$ cat src/rtl/tcp_tx_ctrl_arbiter.sv
// ---------------------------------------------------------------------------
// tcp_pkg / tcp_tx_ctrl_arbiter
//
// The package holds the tx_ctrl command type shared by the per-socket state
// managers and the TCP transmit packet generator.
//
// The arbiter shares one TCP transmit packet generator between NUM_SOCKETS
// socket state managers. It grants one socket at a time in round-robin order
// and holds the grant until the generator acks, the requester withdraws, or a
// watchdog expires. Each grant is followed by a one-cycle RELEASE gap.
//
// Ports:
//   i_clk, i_rst          clock, synchronous active-high reset
//   i_enable              1 = arbitrate, 0 = drop grants and stay idle
//   i_req_tx_ctrl[]       per-socket command
//   i_req_tx_ctrl_valid   per-socket request valid
//   o_req_tx_ctrl_ack     per-socket ack (one-hot or zero)
//   o_tx_ctrl             command to the generator
//   o_tx_ctrl_valid       command valid
//   o_tx_sock_id          socket index of the current command
//   i_tx_ctrl_ack         generator accepted the command
//   o_timeout             sticky per-socket watchdog flags
//   i_timeout_clr         write-1-to-clear for o_timeout
//   o_abort_count         saturating count of requests withdrawn while granted
// ---------------------------------------------------------------------------
package tcp_pkg;

  typedef enum logic [2:0] {
    TX_CTRL_NOP     = 3'd0,
    TX_CTRL_SYN     = 3'd1,
    TX_CTRL_SYN_ACK = 3'd2,
    TX_CTRL_ACK     = 3'd3,
    TX_CTRL_FIN     = 3'd4,
    TX_CTRL_FIN_ACK = 3'd5,
    TX_CTRL_RST     = 3'd6,
    TX_CTRL_PSH_ACK = 3'd7
  } tx_ctrl_t;

endpackage

module tcp_tx_ctrl_arbiter #(
  parameter int unsigned NUM_SOCKETS    = 4,
  parameter int unsigned TIMEOUT_CYCLES = 1024
) (
  input  logic                           i_clk,
  input  logic                           i_rst,
  input  logic                           i_enable,
  input  tcp_pkg::tx_ctrl_t              i_req_tx_ctrl [NUM_SOCKETS],
  input  logic [NUM_SOCKETS-1:0]         i_req_tx_ctrl_valid,
  output logic [NUM_SOCKETS-1:0]         o_req_tx_ctrl_ack,
  output tcp_pkg::tx_ctrl_t              o_tx_ctrl,
  output logic                           o_tx_ctrl_valid,
  output logic [$clog2(NUM_SOCKETS)-1:0] o_tx_sock_id,
  input  logic                           i_tx_ctrl_ack,
  output logic [NUM_SOCKETS-1:0]         o_timeout,
  input  logic [NUM_SOCKETS-1:0]         i_timeout_clr,
  output logic [7:0]                     o_abort_count
);

  localparam int unsigned SW = $clog2(NUM_SOCKETS);
  localparam int unsigned WW = $clog2(TIMEOUT_CYCLES);
  localparam logic [WW-1:0] WDOG_LAST = WW'(TIMEOUT_CYCLES - 1);
  localparam logic [SW-1:0] SOCK_LAST = SW'(NUM_SOCKETS - 1);

  typedef enum logic [1:0] {
    ST_IDLE,
    ST_GRANT,
    ST_RELEASE
  } state_t;

  state_t                 state;
  state_t                 state_nxt;
  logic [SW-1:0]          rr_ptr;
  logic [SW-1:0]          grant_idx;
  logic [SW-1:0]          grant_after;
  logic [WW-1:0]          wdog;
  logic [NUM_SOCKETS-1:0] timeout_q;
  logic [7:0]             abort_cnt;

  logic                   pick_found;
  logic [SW-1:0]          pick_idx;

  logic                   in_grant;
  logic                   grant_req_valid;
  logic                   tx_valid;
  logic                   ev_ack;
  logic                   ev_abort;
  logic                   ev_timeout;
  logic                   ev_release;
  logic                   start_grant;

  // -------------------------------------------------------------------------
  // Round-robin pick: first valid request at or after rr_ptr, wrapping.
  // -------------------------------------------------------------------------
  always_comb begin : rr_pick
    int unsigned   cand;
    logic [SW-1:0] cand_idx;
    cand       = 0;
    cand_idx   = '0;
    pick_found = 1'b0;
    pick_idx   = '0;
    for (int unsigned i = 0; i < NUM_SOCKETS; i++) begin
      cand = 32'(rr_ptr) + i;
      if (cand >= NUM_SOCKETS) begin
        cand = cand - NUM_SOCKETS;
      end
      cand_idx = SW'(cand);
      if (!pick_found && i_req_tx_ctrl_valid[cand_idx]) begin
        pick_found = 1'b1;
        pick_idx   = cand_idx;
      end
    end
  end

  // -------------------------------------------------------------------------
  // Grant-phase events. Ack requires a live valid and abort requires a
  // dropped valid, so they are exclusive; the watchdog only fires when
  // neither happened, which gives ack > abort > timeout.
  // -------------------------------------------------------------------------
  assign in_grant        = (state == ST_GRANT) && i_enable && !i_rst;
  assign grant_req_valid = i_req_tx_ctrl_valid[grant_idx];
  assign tx_valid        = in_grant && grant_req_valid;
  assign ev_ack          = tx_valid && i_tx_ctrl_ack;
  assign ev_abort        = in_grant && !grant_req_valid;
  assign ev_timeout      = tx_valid && !i_tx_ctrl_ack && (wdog == WDOG_LAST);
  assign ev_release      = ev_ack || ev_abort || ev_timeout;
  assign start_grant     = (state == ST_IDLE) && i_enable && pick_found;
  assign grant_after     = (grant_idx == SOCK_LAST) ? '0 : grant_idx + 1'b1;

  // -------------------------------------------------------------------------
  // FSM: state register
  // -------------------------------------------------------------------------
  always_ff @(posedge i_clk) begin
    if (i_rst) begin
      state <= ST_IDLE;
    end else begin
      state <= state_nxt;
    end
  end

  // -------------------------------------------------------------------------
  // FSM: next state
  // -------------------------------------------------------------------------
  always_comb begin
    state_nxt = state;
    unique case (state)
      ST_IDLE: begin
        if (start_grant) begin
          state_nxt = ST_GRANT;
        end
      end
      ST_GRANT: begin
        if (ev_release) begin
          state_nxt = ST_RELEASE;
        end
      end
      ST_RELEASE: begin
        state_nxt = ST_IDLE;
      end
      default: begin
        state_nxt = ST_IDLE;
      end
    endcase
    if (!i_enable) begin
      state_nxt = ST_IDLE;
    end
  end

  // -------------------------------------------------------------------------
  // FSM: outputs. Everything outside an enabled GRANT is NOP/invalid.
  // -------------------------------------------------------------------------
  always_comb begin
    o_tx_ctrl         = tcp_pkg::TX_CTRL_NOP;
    o_tx_ctrl_valid   = 1'b0;
    o_tx_sock_id      = '0;
    o_req_tx_ctrl_ack = '0;
    if ((state == ST_GRANT) && !i_rst) begin
      o_tx_ctrl                    = i_req_tx_ctrl[grant_idx];
      o_tx_sock_id                 = grant_idx;
      o_tx_ctrl_valid              = tx_valid;
      o_req_tx_ctrl_ack[grant_idx] = ev_ack;
    end
  end

  // -------------------------------------------------------------------------
  // Grant index, round-robin pointer and watchdog
  // -------------------------------------------------------------------------
  always_ff @(posedge i_clk) begin
    if (i_rst) begin
      rr_ptr    <= '0;
      grant_idx <= '0;
      wdog      <= '0;
    end else begin
      if (start_grant) begin
        grant_idx <= pick_idx;
        wdog      <= '0;
      end else if (in_grant && (wdog != WDOG_LAST)) begin
        wdog <= wdog + 1'b1;
      end
      if (ev_release) begin
        rr_ptr <= grant_after;
      end
    end
  end

  // -------------------------------------------------------------------------
  // Sticky timeout flags (set wins over clear) and abort counter
  // -------------------------------------------------------------------------
  always_ff @(posedge i_clk) begin
    if (i_rst) begin
      timeout_q <= '0;
      abort_cnt <= '0;
    end else begin
      for (int unsigned i = 0; i < NUM_SOCKETS; i++) begin
        if (ev_timeout && (grant_idx == SW'(i))) begin
          timeout_q[i] <= 1'b1;
        end else if (i_timeout_clr[i]) begin
          timeout_q[i] <= 1'b0;
        end
      end
      if (ev_abort && (abort_cnt != 8'hFF)) begin
        abort_cnt <= abort_cnt + 8'd1;
      end
    end
  end

  assign o_timeout     = timeout_q;
  assign o_abort_count = abort_cnt;

endmodule

$ cat config.mk
export PLATFORM = sky130hd
export DESIGN_NAME = tcp_tx_ctrl_arbiter
export DESIGN_NICKNAME = d
export VERILOG_FILES = /design/src/rtl/tcp_tx_ctrl_arbiter.sv
export SDC_FILE = /design/constraint.sdc
export NUM_CORES = 1
export LEC_CHECK = 0
export CAP_MARGIN = 20
export CORE_MARGIN = 8
export CORE_UTILIZATION = 45
export CTS_BUF_LIST = sky130_fd_sc_hd__clkbuf_8 sky130_fd_sc_hd__clkbuf_16
export DETAILED_ROUTE_END_ITERATION = 8
export PLACE_DENSITY = 0.84
export SLEW_MARGIN = 20
export SYNTH_ARGS = -nofsm -noshare
export SYNTH_HDL_FRONTEND = slang
export SYNTH_SLANG_ARGS = --single-unit
$ cat constraint.sdc
create_clock -name i_clk -period 2.4 [get_ports i_clk]
set_input_delay 0.24 -clock i_clk [delete_from_list [all_inputs] [get_ports i_clk]]
set_output_delay 0.24 -clock i_clk [all_outputs]
set_load 0.02 [all_outputs]
==> impl_metrics.ini <==
[route]
firstDrtPassIters = 4
detailedRoute.firstIterationViolations = 80
detailed_route_wire_length_per_cell_um = 14.5
routed_wl_mm = 4.01
average_vias_per_placed_instance = 5.47
vias = 1516
ant_nets = 0
drt_drc_violations_left = 0

[synth]
synth_async_sr_flop_share_pct = 0
yosys.cell_count.top_type = dfxtp_1
synth_seq_cells = 28
adder_and_majority_gate_portion_of_the_synthesized_area_pct = 4.70
synth-main-ff-cell = dfxtp_1
syn_area_um2 = 1600
muxShareOfSynthArea_pct = 9.79
netlist_top_cells_area = dfxtp_1, a21oi_1, mux4_1
synth_cell_type_count = 43
synth_top_family_by_area = simple AND/OR/NAND/NOR gates
synth.net_count = 205
post_synth_inst_count = 175
synth_top_cells_by_count = dfxtp_1, a21oi_1, nor2_1
synth-seq-area-share_pct = 35.1
synthXorXnorAreaFrac_pct = 2.19
synth_largest_type_area_fraction_pct = 35.1
synth_compound_gate_area_share_pct = 18.1
synth_enable_flop_cells = 0
yosysTopAreaCell = dfxtp_1
synthesis.area_per_instance_um2 = 9.13
synth.yosys.warnings = 0
post_synth_and_or_nand_nor_area_fraction_pct = 25.7

[global_route]
antenna_found_initial = 0
grt_usage_pct = 14.8
grt_first_pass_wirelength_mm = 6.66
pin_count_of_the_biggest_net_entering_global_routing = 17
gr-total-overflow = 0
first_global_vias = 1495

[layout]
diodes_inserted = 0
post-route-cell-area_um2 = 2250
layout-area-overhead-vs-synth_pct = 41.1
post_layout_nonfiller_instances = 277
final_net_count = 262
layout-drive-gt1-share_pct = 13.0

[die]
core_area_um2 = 3360
fp-row-count = 21
die_height_um = 75.6
floorplan.io_pins = 46
die_x_um = 75.6
floorplan.initialDensity_pct = 47.5
die_area_um2 = 5710

[hold_path]
min_delay_path_class = reg -> reg

[place]
dpl_worst_slack_ns = 0.00620
placement.io_buffers = 45
placed_inst_area_um2 = 2170
globalplace.congestion = 0.751
dp_cells = 273
dp_hpwl_mm = 3.06

[clock_tree]
cts-buffers-inserted = 3
postCtsSetupRepairBufs = 0
clk_path_buf_depth = 2
ctsHtreeMaxLevel = 1
worst_skew_pair.late_latency_ns = 0.29
cts_root_buf = clkbuf_8
cts.sinks = 28
holdBufCountCts = 0
path_clk_slew_ns = 0.10
tritoncts = yes

[timing]
layout_worst_path_cycle_share_pct = 95.8
finalHoldViolations = 0
worst_hold_margin_ns = 0.487
grt_setup_unrepaired = no
finalWorstPathRequiredPeriod_ns = 2.30
setup_viol = 0
tightestPinTransition_ns = 0.764
slew-limit-headroom_pct = 48.3
setup-tns-final_ns = 0
maxClockFrequency_ghz = 0.435
fin_skew_ns = 0.0105
report.final.slew_viol_count = 0
layout_setup_ws_ns = 0.101

[setup_path]
largest_fanout_on_the_critical_path = 3
arrival_ns = 2.06
worst_r2r_startpoint = wdog[0]$_SDFFE_PP0P_
crit_path_end_kind = output port
r2r_end = o_timeout[2]$_SDFFE_PP0P_
startpoint_type = input pin
required_ns = 2.16
crit_path_start = i_req_tx_ctrl_valid[3]
r2r_setup_slack_ns = 0.25
worstRegToRegCells = 5
setup.worst_path.class = in -> out
worst_setup_path_endpoint = o_tx_ctrl_valid

[run_status]
status = finished, final reports clean

[power_and_ir_drop]
static-leakage-power_nw = 0.915
power_density_nw_per_um2 = 444
ir_drop_v = 0.000344

[job]
maxCapViolCount = 0
metal layers:
layer	track usage [%]	part of all wire [%]	vias up
li1	-	-	762
met1	17.5	47	717
met2	25.4	46	31
met3	3.42	5.4	6
met4	5.76	1.8	0
met5	0	0	-
through the flow:
| stage | utilization (%) | power, mW |
|---|---|---|
| after floorplan | - | 0.555 |
| final | 67.0 | 1.00 |
| after global routing | 67.0 | 1.04 |
| after global placement | 64.5 | 0.626 |
| after detailed placement | 64.5 | 0.629 |
| after CTS | 66.6 | 1.01 |
cells in the final DEF (no fill, tap or decap), types with 2 or more instances in the layout:
master,count
and4_2,2
nand2b_1,4
mux4_1,3
nor2_1,13
and2_2,2
ha_1,6
dfxtp_1,28
nand2_1,7
mux2_2,4
or4_1,5
xnor2_1,2
or3_1,4
dlymetal6s2s_1,6
clkdlybuf4s50_1,38
nor3_1,2
xor2_1,2
nand4_1,2
inv_1,8
a211o_1,2
and2_1,8
nand3_1,6
a22o_1,5
buf_4,14
o31ai_1,8
nor4b_1,2
o21ai_0,6
nor2b_1,4
clkbuf_8,3
a21oi_1,16
and3_1,2
worst max-delay path: stages:
cell and delay (ns):
clkdlybuf4s50_1 0.44, mux4_2 0.50, buf_4 0.16, and2_2 0.17, clkdlybuf4s50_1 0.54
final cells by class:
class                      instances  area (um2)
timing repair buffer              59         569
clock buffer                       3        41.3
inverter                           8        30.0
multi-input combinational        132         966
tap                               46        57.6
sequential                        28         561
fill                             289        1110
clock inverter                     1        30.0
report_power, final:
part | switching, mW | leakage [nW] | internal (mW)
Combinational | 0.0600 | 0.653 | 0.0831
Clock | 0.158 | 0.0357 | 0.224
Sequential | 0.00475 | 0.226 | 0.471
logic make-up after synthesis:
family                     Yosys count
xor gates and xnor gates             4
adders and majority gates            6
buffers and inverters               15
DFF                                 28
and+or+nand+nor                     69
AOI/OAI and AO/OA                   44
muxes                                9
registers in the layout, indices dropped and copies added (netlist names):
register	flops
rr_ptr	2
state	2
wdog	10
grant_idx	2
o_abort_count	8
o_timeout	4
repair_timing:
item,in CTS,in global routing
gates cloned,0,0
endpoints found under the setup margin,1,6
resized for setup,1,6
hold endpoints to repair,0,0
how the worst min path moves through the flow:
| stage | cells past startpoint | to | slack (ns) | startpoint |
|---|---|---|---|---|
| floorplan | 2 | wdog[8]$_SDFFE_PP0P_ | 0.45 | wdog[8]$_SDFFE_PP0P_ |
| global placement | 1 | o_timeout[2]$_SDFFE_PP0P_ | 0.46 | o_timeout[2]$_SDFFE_PP0P_ |
| detailed placement | 1 | o_timeout[3]$_SDFFE_PP0P_ | 0.46 | o_timeout[3]$_SDFFE_PP0P_ |
| CTS | 2 | wdog[9]$_SDFFE_PP0P_ | 0.49 | wdog[9]$_SDFFE_PP0P_ |
| global route | 2 | wdog[8]$_SDFFE_PP0P_ | 0.51 | wdog[8]$_SDFFE_PP0P_ |
| finish | 1 | o_timeout[3]$_SDFFE_PP0P_ | 0.49 | o_timeout[3]$_SDFFE_PP0P_ |
Note: power is estimated with default switching activity, not from simulation.
